File: src/rtl/reg_dump.sv
// Streams every register of a register file out as (index, value) words, two registers per
// fetch, over a valid/ready handshake while keeping a running XOR checksum of accepted words.
module reg_dump #(
  parameter int unsigned NREG = 32,
  parameter int unsigned DW   = 32,
  parameter int unsigned AW   = 6
) (
  input  logic          clk,
  input  logic          reset,
  input  logic          start,
  input  logic          abort,
  output logic [AW-1:0] R1,
  output logic [AW-1:0] R2,
  input  logic [DW-1:0] s1,
  input  logic [DW-1:0] s2,
  output logic [DW-1:0] dout,
  output logic [AW-1:0] dout_addr,
  output logic          dout_valid,
  input  logic          dout_ready,
  output logic          busy,
  output logic          done,
  output logic [DW-1:0] checksum
);

  localparam int unsigned PW = AW + 1;

  typedef enum logic [2:0] {
    StIdle,
    StFetch,
    StSend0,
    StSend1,
    StDone
  } state_e;

  state_e        state_q, state_d;
  logic [AW-1:0] ptr_q, ptr_d;
  logic [DW-1:0] buf0_q, buf0_d;
  logic [DW-1:0] buf1_q, buf1_d;
  logic [DW-1:0] checksum_q, checksum_d;

  logic [AW-1:0] ptr_odd;
  logic [PW-1:0] ptr_next2;
  logic          last_pair;

  // ptr is always even, so the odd partner is ptr+1 without carry.
  assign ptr_odd   = ptr_q + AW'(1);
  // One extra bit so NREG == 2**AW still compares correctly on the last pair.
  assign ptr_next2 = {1'b0, ptr_q} + PW'(2);
  assign last_pair = (ptr_next2 == PW'(NREG));

  always_ff @(posedge clk) begin
    if (!reset) begin
      state_q    <= StIdle;
      ptr_q      <= '0;
      buf0_q     <= '0;
      buf1_q     <= '0;
      checksum_q <= '0;
    end else begin
      state_q    <= state_d;
      ptr_q      <= ptr_d;
      buf0_q     <= buf0_d;
      buf1_q     <= buf1_d;
      checksum_q <= checksum_d;
    end
  end

  always_comb begin
    state_d    = state_q;
    ptr_d      = ptr_q;
    buf0_d     = buf0_q;
    buf1_d     = buf1_q;
    checksum_d = checksum_q;
    R1         = '0;
    R2         = '0;
    dout       = '0;
    dout_addr  = '0;
    dout_valid = 1'b0;
    done       = 1'b0;

    unique case (state_q)
      StIdle: begin
        if (start && !abort) begin
          state_d    = StFetch;
          ptr_d      = '0;
          checksum_d = '0;
        end
      end
      StFetch: begin
        R1      = ptr_q;
        R2      = ptr_odd;
        buf0_d  = s1;
        buf1_d  = s2;
        state_d = StSend0;
      end
      StSend0: begin
        R1         = ptr_q;
        R2         = ptr_odd;
        dout       = buf0_q;
        dout_addr  = ptr_q;
        dout_valid = 1'b1;
        if (dout_ready) begin
          checksum_d = checksum_q ^ buf0_q;
          state_d    = StSend1;
        end
      end
      StSend1: begin
        R1         = ptr_q;
        R2         = ptr_odd;
        dout       = buf1_q;
        dout_addr  = ptr_odd;
        dout_valid = 1'b1;
        if (dout_ready) begin
          checksum_d = checksum_q ^ buf1_q;
          if (last_pair) begin
            state_d = StDone;
          end else begin
            ptr_d   = ptr_next2[AW-1:0];
            state_d = StFetch;
          end
        end
      end
      StDone: begin
        done    = 1'b1;
        state_d = StIdle;
      end
      default: begin
        state_d = StIdle;
      end
    endcase

    // Abort beats any handshake in the same cycle: nothing is counted and no done pulse.
    if (abort && (state_q != StIdle)) begin
      state_d    = StIdle;
      ptr_d      = ptr_q;
      checksum_d = checksum_q;
      done       = 1'b0;
    end
  end

  assign busy     = (state_q != StIdle);
  assign checksum = checksum_q;

endmodule

File: config.mk
export PLATFORM = sky130hd
export DESIGN_NAME = reg_dump
export DESIGN_NICKNAME = d
export VERILOG_FILES = /design/src/rtl/reg_dump.sv
export SDC_FILE = /design/constraint.sdc
export NUM_CORES = 1
export LEC_CHECK = 0
export BUFFER_PORTS_ARGS = -buffer_cell sky130_fd_sc_hd__buf_2
export CORE_MARGIN = 2
export CORE_UTILIZATION = 55
export DETAILED_ROUTE_END_ITERATION = 8
export GPL_ROUTABILITY_DRIVEN = 0
export HOLD_SLACK_MARGIN = 0.05
export MAX_ROUTING_LAYER = met4
export PLACE_DENSITY = 0.82
export SLEW_MARGIN = 20
export SYNTH_ARGS = -nofsm -noshare
export SYNTH_HDL_FRONTEND = slang
export SYNTH_SLANG_ARGS = --single-unit
File: constraint.sdc
create_clock -name clk -period 2.4 [get_ports clk]
set_input_delay 0.48 -clock clk [delete_from_list [all_inputs] [get_ports clk]]
set_output_delay 0.48 -clock clk [all_outputs]
set_load 0.05 [all_outputs]
Word level (Yosys, flattened, before mapping). Cells that the tools add are included.

ROM bits: 0. Bits in latches: 0. Register bits after elaboration: 105. Logic and storage cells: 53. Memories kept: 0. Input port bits: 69. RAM bits: 0.

Mux-type cells: 20. $mul: 0. Equal/unequal tests: 9. Reductions and logical operators: 13. Order comparisons: 0. $add $sub $neg: 2. Div/mod/pow operators: 0. Bitwise operators: 4. Shifts and indexed selects: 0.

Operators with widths (count): $mux 32 (3); $pmux 32 s3 (1); $pmux 32 s2 (1); $xor 32x32->32 (2); $mux 6 (5); $pmux 6 s2 (2); $mux 3 (4); $pmux 3 s4 (1); $reduce_and 5->1 (2); $ne 2x2->1 const B (4); $add 6x2->7 const B (1); $eq 7x6->1 const B (1); $add 6x1->6 const B (1); $eq 3x2->1 const B (2); $reduce_bool 3->1 (2); $reduce_or 2->1 (2); $eq 3x1->1 const B (1); $eq 3x3->1 const B (1); $logic_not 3->1 (1); $mux 1 (3); $reduce_and 3->1 (1); $reduce_or 3->1 (1); $logic_and 1x1->1 (2); $not 1->1 (2); 2 further kinds (2).

Logic depth before layout (Yosys ltp). Gate-level depths: netlist of run 1.

Depth in word-level cells: 5. Gate-level depth with buffers: 8. Gate-level depth less buffers: 6.

Worst setup path before layout of run 1. Ideal clock, no wire load.

Path kind: in2out. Start: input abort. End: output done. Arrival time: 2.123 ns. Data required time: 1.920 ns. Buffers on the path: 0. Slack: -0.203 ns. Stages on the path: 1. Path through: nor4b_1.

Word-level cells in the longest chain between the ends: 2.

RTL lines: start, declared (line 11) `input logic abort,`; $logic_and 1x1->1 (line 132) `if (abort && (state_q != StIdle)) begin`; $mux 1 (line 132); end, declared (line 21) `output logic done,`.

Every way passes these cells.

Worst setup path in the final report of run 1.
Start: register state_q[2]. End: output dout[16].

Word-level cells in the longest chain between the ends: 2.

RTL lines: start, declared (line 35) `state_e state_q, state_d;`; start signal, assigned (line 53) `state_q <= StIdle;`; start signal, assigned (line 59) `state_q <= state_d;`; $eq 3x2->1 (line 80) `unique case (state_q)`; $pmux 32 s2 (*) (line 80); end, declared (line 16) `output logic [DW-1:0] dout,`.

Every way passes the cells marked *; elsewhere a longest branch is shown, timed or not.

==> metrics.txt, run 1 <==
status=finished clean; Die H=98.6 microns; Pre-Repair DR Iteration Count=4; Crit Path Max Fanout=11; Syn-to-layout area delta=22.1%; area share of and/or/nand/nor cells after synthesis=0.281; dpl hpwl=8530 microns; P_leak=2.57 nW; fmax=442 MHz; gr usage total=0.254; crit path max-delay cell type=dfxtp_2; Hold Path Class=input pin to register; part of the cycle the worst path needs=0.943; CTS Sinks=104; initial DRC count=185; Die ar.=9730 sq um; wire length per cell=13.7 microns; crit path kind=register to primary output; Cell variety after synth=42; number of I/O pins=154; DRT antenna net count=0; Setup crit end kind=primary output; Synth Net Count=700; Clock Path Buffers=2; final instance area=6010 sq um; Adder-Cell Fraction of Synth Area=0.00254; ratio of cells with drive above 1 in the final layout=0.301; final wirelength=12000 microns; Post-synth EDFFs=0; synthesized area=4930 sq um; worst slew pin tran=0.500 ns; max-cap check violation count=0; Clk Tree Root Cell=clkbuf_8; Max VDD drop=0.439 mV; number of global-route vias before repair=4451; Req. time, crit path=1.92 ns; crit-path max cell delay=0.42 ns; minimum clock period=2.26 ns; largest net degree at the start of global routing=49; Yosys Warn Count=0; Async S/R FF share, synth=0; Setup Skew=0.0138 ns; critical path data arrival time=1.78 ns; # port buffers=152; sequential fraction of the synthesis area=0.423; Final Hold Fails=0; routed vias=4560; syn_area_per_cell=7.82 sq um; Max-Slew Margin vs Limit=0.666; CTS H-Tree Depth=3; row count=34; die width=98.6 microns; sequence of cells on the critical path=nand3b_4 -> clkinv_2 -> buf_4 -> nand2_1 -> nand2_1 -> clkbuf_4; clock buffer count from CTS=9; clk slew on worst S/H paths=0.10 ns; ANT cells=0; CP delay by family, top=buffers and inverters; main combinational cell family by area after synthesis=simple AND/OR/NAND/NOR gates; Max Slew Vio Count=0; unrepaired setup endpoints after global routing=false; power per cell area=533 nW/um^2; initial antenna violation count=0; first-pass GRT wire length=19900 microns; setup TNS=0 ns; global route total overflow=0; Final setup viols=0; startpoint types=register; XOR/XNOR Fraction of Synth Area=0.0587; crit path buf inv count=3; most used cell, CP=nand2_1; post-synthesis instance total=630; clock insertion delay at the later pin of the skew report=0.36 ns; # DRC=0; Vias/cell=5.19; Core Region=8720 sq um; mux cell area share after synthesis=0; CTS tree=done; # nets final=836; initial core utilization=0.565; Seq cells post-synth=104; Synth Area in Compound Gates=0.187; Synth Flop Type=dfxtp_1; DP Area=5770 sq um
## Yosys cell counts, types with 2 or more instances
| cell | count | area, sq um |
|---|---|---|
| a21boi_0 | 59 | 443 |
| a21boi_1 | 5 | 37.5 |
| a21oi_1 | 2 | 10.0 |
| a21oi_2 | 31 | 272 |
| a221oi_1 | 2 | 17.5 |
| a31o_2 | 3 | 26.3 |
| a32o_1 | 2 | 20.0 |
| and2_1 | 12 | 75.1 |
| and2_2 | 3 | 22.5 |
| buf_2 | 25 | 125 |
| buf_4 | 6 | 45.0 |
| buf_6 | 2 | 22.5 |
| clkbuf_1 | 9 | 33.8 |
| dfxtp_1 | 104 | 2080 |
| nand2_1 | 260 | 976 |
| nand2b_1 | 4 | 25.0 |
| nand3_1 | 2 | 10.0 |
| nor2_1 | 38 | 143 |
| nor2b_1 | 3 | 18.8 |
| nor3_1 | 4 | 20.0 |
| xnor2_1 | 33 | 289 |
## sequential cells by signal, indices dropped and copies added, names as in the netlist
register  count
ptr_q         5
checksum     32
state_q       3
buf1_q       32
buf0_q       32
## tightest hold or removal path, stage by stage
cell and delay, ns:
buf_2 0.10, nand2_1 0.04, a21boi_0 0.06
## path summary, 6_finish.rpt
check	start	end	slack, ns	cells after the start
worst max register to register	state_q[1]$_SDFFE_PP0P_	checksum[0]$_SDFFE_PN0P_	0.55	7
worst min-delay path	s1[6]	buf0_q[6]$_SDFFE_PN0P_	0.36	3
worst max-delay path	state_q[2]$_SDFFE_PP0P_	dout[16]	0.14	6
worst min register to register	buf1_q[14]$_SDFFE_PN0P_	buf1_q[14]$_SDFFE_PN0P_	0.46	2
## logic make-up (layout without fill, tap and decap cells)
kind of cell,count (synthesis),count (layout)
AO/OA/AOI/OAI,111,111
XOR/XNOR,33,33
adder cells (fa/ha/maj),1,1
buffers and inverters,44,184
flip-flops,104,104
other,1,1
AND/OR/NAND/NOR,336,336
## layout by cell type (no fill, tap or decap), types with 4 or more instances in the layout
| cell type | synthesis | layout |
|---|---|---|
| buf_4 | 6 | 10 |
| dfxtp_1 | 104 | 103 |
| clkbuf_4 | 0 | 12 |
| buf_12 | 0 | 5 |
| a21oi_2 | 31 | 31 |
| nand2_1 | 260 | 260 |
| and2_1 | 12 | 12 |
| buf_2 | 25 | 140 |
| a21boi_1 | 5 | 5 |
| nor3_1 | 4 | 4 |
| nand2b_1 | 4 | 4 |
| xnor2_1 | 33 | 33 |
| clkbuf_8 | 0 | 10 |
| nor2_1 | 38 | 37 |
| a21boi_0 | 59 | 59 |
## report_power, final
group	switching, mW	internal, mW
Combinational	0.193	0.123
Clock	0.585	0.510
Sequential	0.0279	1.77
Total	0.806	2.40
## metal layers
metal,share of wire,wire length (microns),track usage,up-vias
met5,0,0,-,-
met4,0.025,306,0.104,0
met3,0.061,739,0.0418,24
met2,0.48,5800,0.415,165
met1,0.43,5180,0.312,2095
li1,-,-,-,2276
## repair_timing
action,in CTS,in global routing
setup buffers,0,0
endpoints found under the setup margin,0,34
hold buffers,0,0
gates resized for setup,0,18
## layout make-up
cell class / count / area [sq um]
clock buffer: 11 / 141
clock inverter: 4 / 53.8
fill: 730 / 2710
inverter: 2 / 8.76
multi-input combinational: 482 / 2630
sequential: 104 / 2080
tap: 108 / 135
timing repair buffer: 167 / 966
## per-stage QoR
step	setup WS, ns	power, mW	utilization	std cells	hold slack, ns
final	0.136	3.21	0.690	878	0.358
after CTS	0.0336	3.23	0.684	878	0.346
after global placement	0.485	2.14	0.662	863	0.442
after global routing	0.00287	3.34	0.690	878	0.356
after detailed placement	0.426	2.15	0.662	863	0.455
after floorplan	0.0149	2.04	-	630	0.435
Note: power is estimated with default switching activity, not from simulation.
==> run 2: changes to the inputs <==
- CORE_MARGIN: 2 -> 5
- REMOVE_ABC_BUFFERS: not set -> 1
==> run 2 against run 1 <==
Compared with the run above: maximum frequency down 1.0%; total power up 3.5%; wire length up 10%; die area up 13%; critical path type unchanged; critical endpoint is now dout[27]; largest cell class unchanged; highest routed layer unchanged.
==> metrics.txt, run 2 (synthesis gave the netlist of run 1 again) <==
# DRC=0 (unchanged); Crit Path Max Fanout=16 (was 11); initial core utilization=0.565 (unchanged); Final Hold Fails=0 (unchanged); setup TNS=0 ns (unchanged); worst slew pin tran=0.594 ns (was 0.500 ns); # nets final=836 (unchanged); crit path kind=register to primary output (unchanged); Clock Path Buffers=2 (unchanged); first-pass GRT wire length=21800 microns (was 19900 microns); clock insertion delay at the later pin of the skew report=0.36 ns (about the same); startpoint types=register (unchanged); dpl hpwl=9270 microns (was 8530 microns); ratio of cells with drive above 1 in the final layout=0.302 (was 0.301); r2r endpoint=buf0_q[25]$_SDFFE_PN0P_ (was checksum[0]$_SDFFE_PN0P_); Syn-to-layout area delta=22.2% (was 22.1%); commonest non-fill, non-tap cell in the layout=nand2_1 (unchanged); critical path data arrival time=1.81 ns (was 1.78 ns); initial antenna violation count=0 (unchanged); wire length per cell=15.1 microns (was 13.7 microns); final wirelength=13300 microns (was 12000 microns); max-cap check violation count=0 (unchanged); DRT antenna net count=0 (unchanged); CTS H-Tree Depth=3 (unchanged); number of I/O pins=154 (unchanged); largest net degree at the start of global routing=53 (was 49); RR Startpoint=state_q[2]$_SDFFE_PP0P_ (was state_q[1]$_SDFFE_PP0P_); die width=105 microns (was 98.6 microns); Post-CTS Hold Fix Bufs=0 (unchanged); Max VDD drop=0.255 mV (was 0.439 mV); Tot Pwr=3.32 mW (was 3.21 mW); # port buffers=152 (unchanged); Setup Skew=0.0106 ns (was 0.0138 ns); Clk Tree Root Cell=clkbuf_8 (unchanged); R2R Setup Slk=0.55 ns (about the same); CTS Sinks=104 (unchanged); Req. time, crit path=1.92 ns (about the same); initial DRC count=204 (was 185); minimum clock period=2.29 ns (was 2.26 ns); global route total overflow=0 (unchanged); Die H=105 microns (was 98.6 microns); end of the critical path=dout[27] (was dout[16]); power per cell area=552 nW/um^2 (was 533 nW/um^2); Final setup viols=0 (unchanged); Hold Path Class=input pin to register (unchanged); fmax=437 MHz (was 442 MHz); Pre-Repair DR Iteration Count=4 (unchanged); ANT cells=0 (unchanged); Max-Slew Margin vs Limit=0.604 (was 0.666); dpl ws=0.315 ns (was 0.426 ns); Die ar.=10900 sq um (was 9730 sq um); unrepaired setup endpoints after global routing=true (was false); worst r2r path cells=5 (was 7); clk slew on worst S/H paths=0.10 ns (about the same); status=finished clean (unchanged); clock buffer count from CTS=9 (unchanged); part of the cycle the worst path needs=0.953 (was 0.943); crit path launch=state_q[1]$_SDFFE_PP0P_ (was state_q[2]$_SDFFE_PP0P_); Core Region=8720 sq um (unchanged); number of global-route vias before repair=4660 (was 4451); final worst setup slack=0.112 ns (was 0.136 ns); CTS tree=done (unchanged); Max Slew Vio Count=0 (unchanged); Vias/cell=5.29 (was 5.19); Setup crit end kind=primary output (unchanged); routed vias=4654 (was 4560); Post-CTS Setup Inserts=0 (unchanged); P_leak=2.60 nW (was 2.57 nW); gr usage total=0.244 (was 0.254); row count=34 (unchanged); most frequent cells in the layout=nand2_1 (260), buf_2 (151), dfxtp_1 (101), a21boi_0 (59), nor2_1 (37) (was nand2_1 (260), buf_2 (140), dfxtp_1 (103), a21boi_0 (59), nor2_1 (37)); utilization after layout=0.690 (about the same)
-- run 2: how the worst min path moves through the flow --
| stage | start | endpoint | slack (ns) | cells past startpoint |
|---|---|---|---|---|
| floorplan | buf1_q[14]$_SDFFE_PN0P_ | buf1_q[14]$_SDFFE_PN0P_ | 0.44 | 2 |
| global placement | buf1_q[14]$_SDFFE_PN0P_ | buf1_q[14]$_SDFFE_PN0P_ | 0.45 | 2 |
| detailed placement | buf1_q[15]$_SDFFE_PN0P_ | buf1_q[15]$_SDFFE_PN0P_ | 0.46 | 2 |
| CTS | s2[15] | buf1_q[15]$_SDFFE_PN0P_ | 0.34 | 3 |
| global route | s1[13] | buf0_q[13]$_SDFFE_PN0P_ | 0.34 | 3 |
| finish | s1[12] | buf0_q[12]$_SDFFE_PN0P_ | 0.36 | 3 |
-- run 2: where the power goes --
| part | total, mW | leakage, nW | internal, mW | switching, mW |
|---|---|---|---|---|
| clock | 1.20 | 0.111 | 0.622 | 0.581 |
| combinational | 0.319 | 1.64 | 0.120 | 0.199 |
| sequential | 1.80 | 0.844 | 1.77 | 0.0303 |
-- run 2: layout make-up --
cell class	count	area, sq um
inverter	2	8.76
clock inverter	4	77.6
timing repair buffer	167	931
sequential	104	2090
fill	717	2700
tap	108	135
multi-input combinational	482	2630
clock buffer	12	145
-- run 2: worst max-delay path, stage by stage, from the launching register on --
cell and delay [ns]:
dfxtp_2 0.41, nor2b_1 0.19, nor2b_4 0.23, buf_12 0.19
nand2_1 0.07, nand2_1 0.09, buf_2 0.27
-- run 2: timing repair --
action,4_1_cts,5_1_grt
gates resized for setup,2,6
cloned,0,1
setup endpoints to repair,28,38
pin swaps,0,0
-- run 2: metrics by stage --
step / hold WS, ns / cells / cell area, sq um
detailed placement: 0.456 / 862 / 5750
CTS: 0.341 / 878 / 5980
global placement: 0.449 / 862 / 5750
global route: 0.343 / 879 / 6020
finish: 0.356 / 879 / 6020
floorplan: 0.435 / 588 / 4700
-- run 2: layer usage --
| metal | track usage | vias up | share of wire |
|---|---|---|---|
| met5 | - | - | 0 |
| met4 | 0.0685 | 0 | 0.0075 |
| met3 | 0.0518 | 10 | 0.077 |
| met2 | 0.406 | 180 | 0.49 |
| met1 | 0.300 | 2184 | 0.43 |
| li1 | - | 2280 | - |
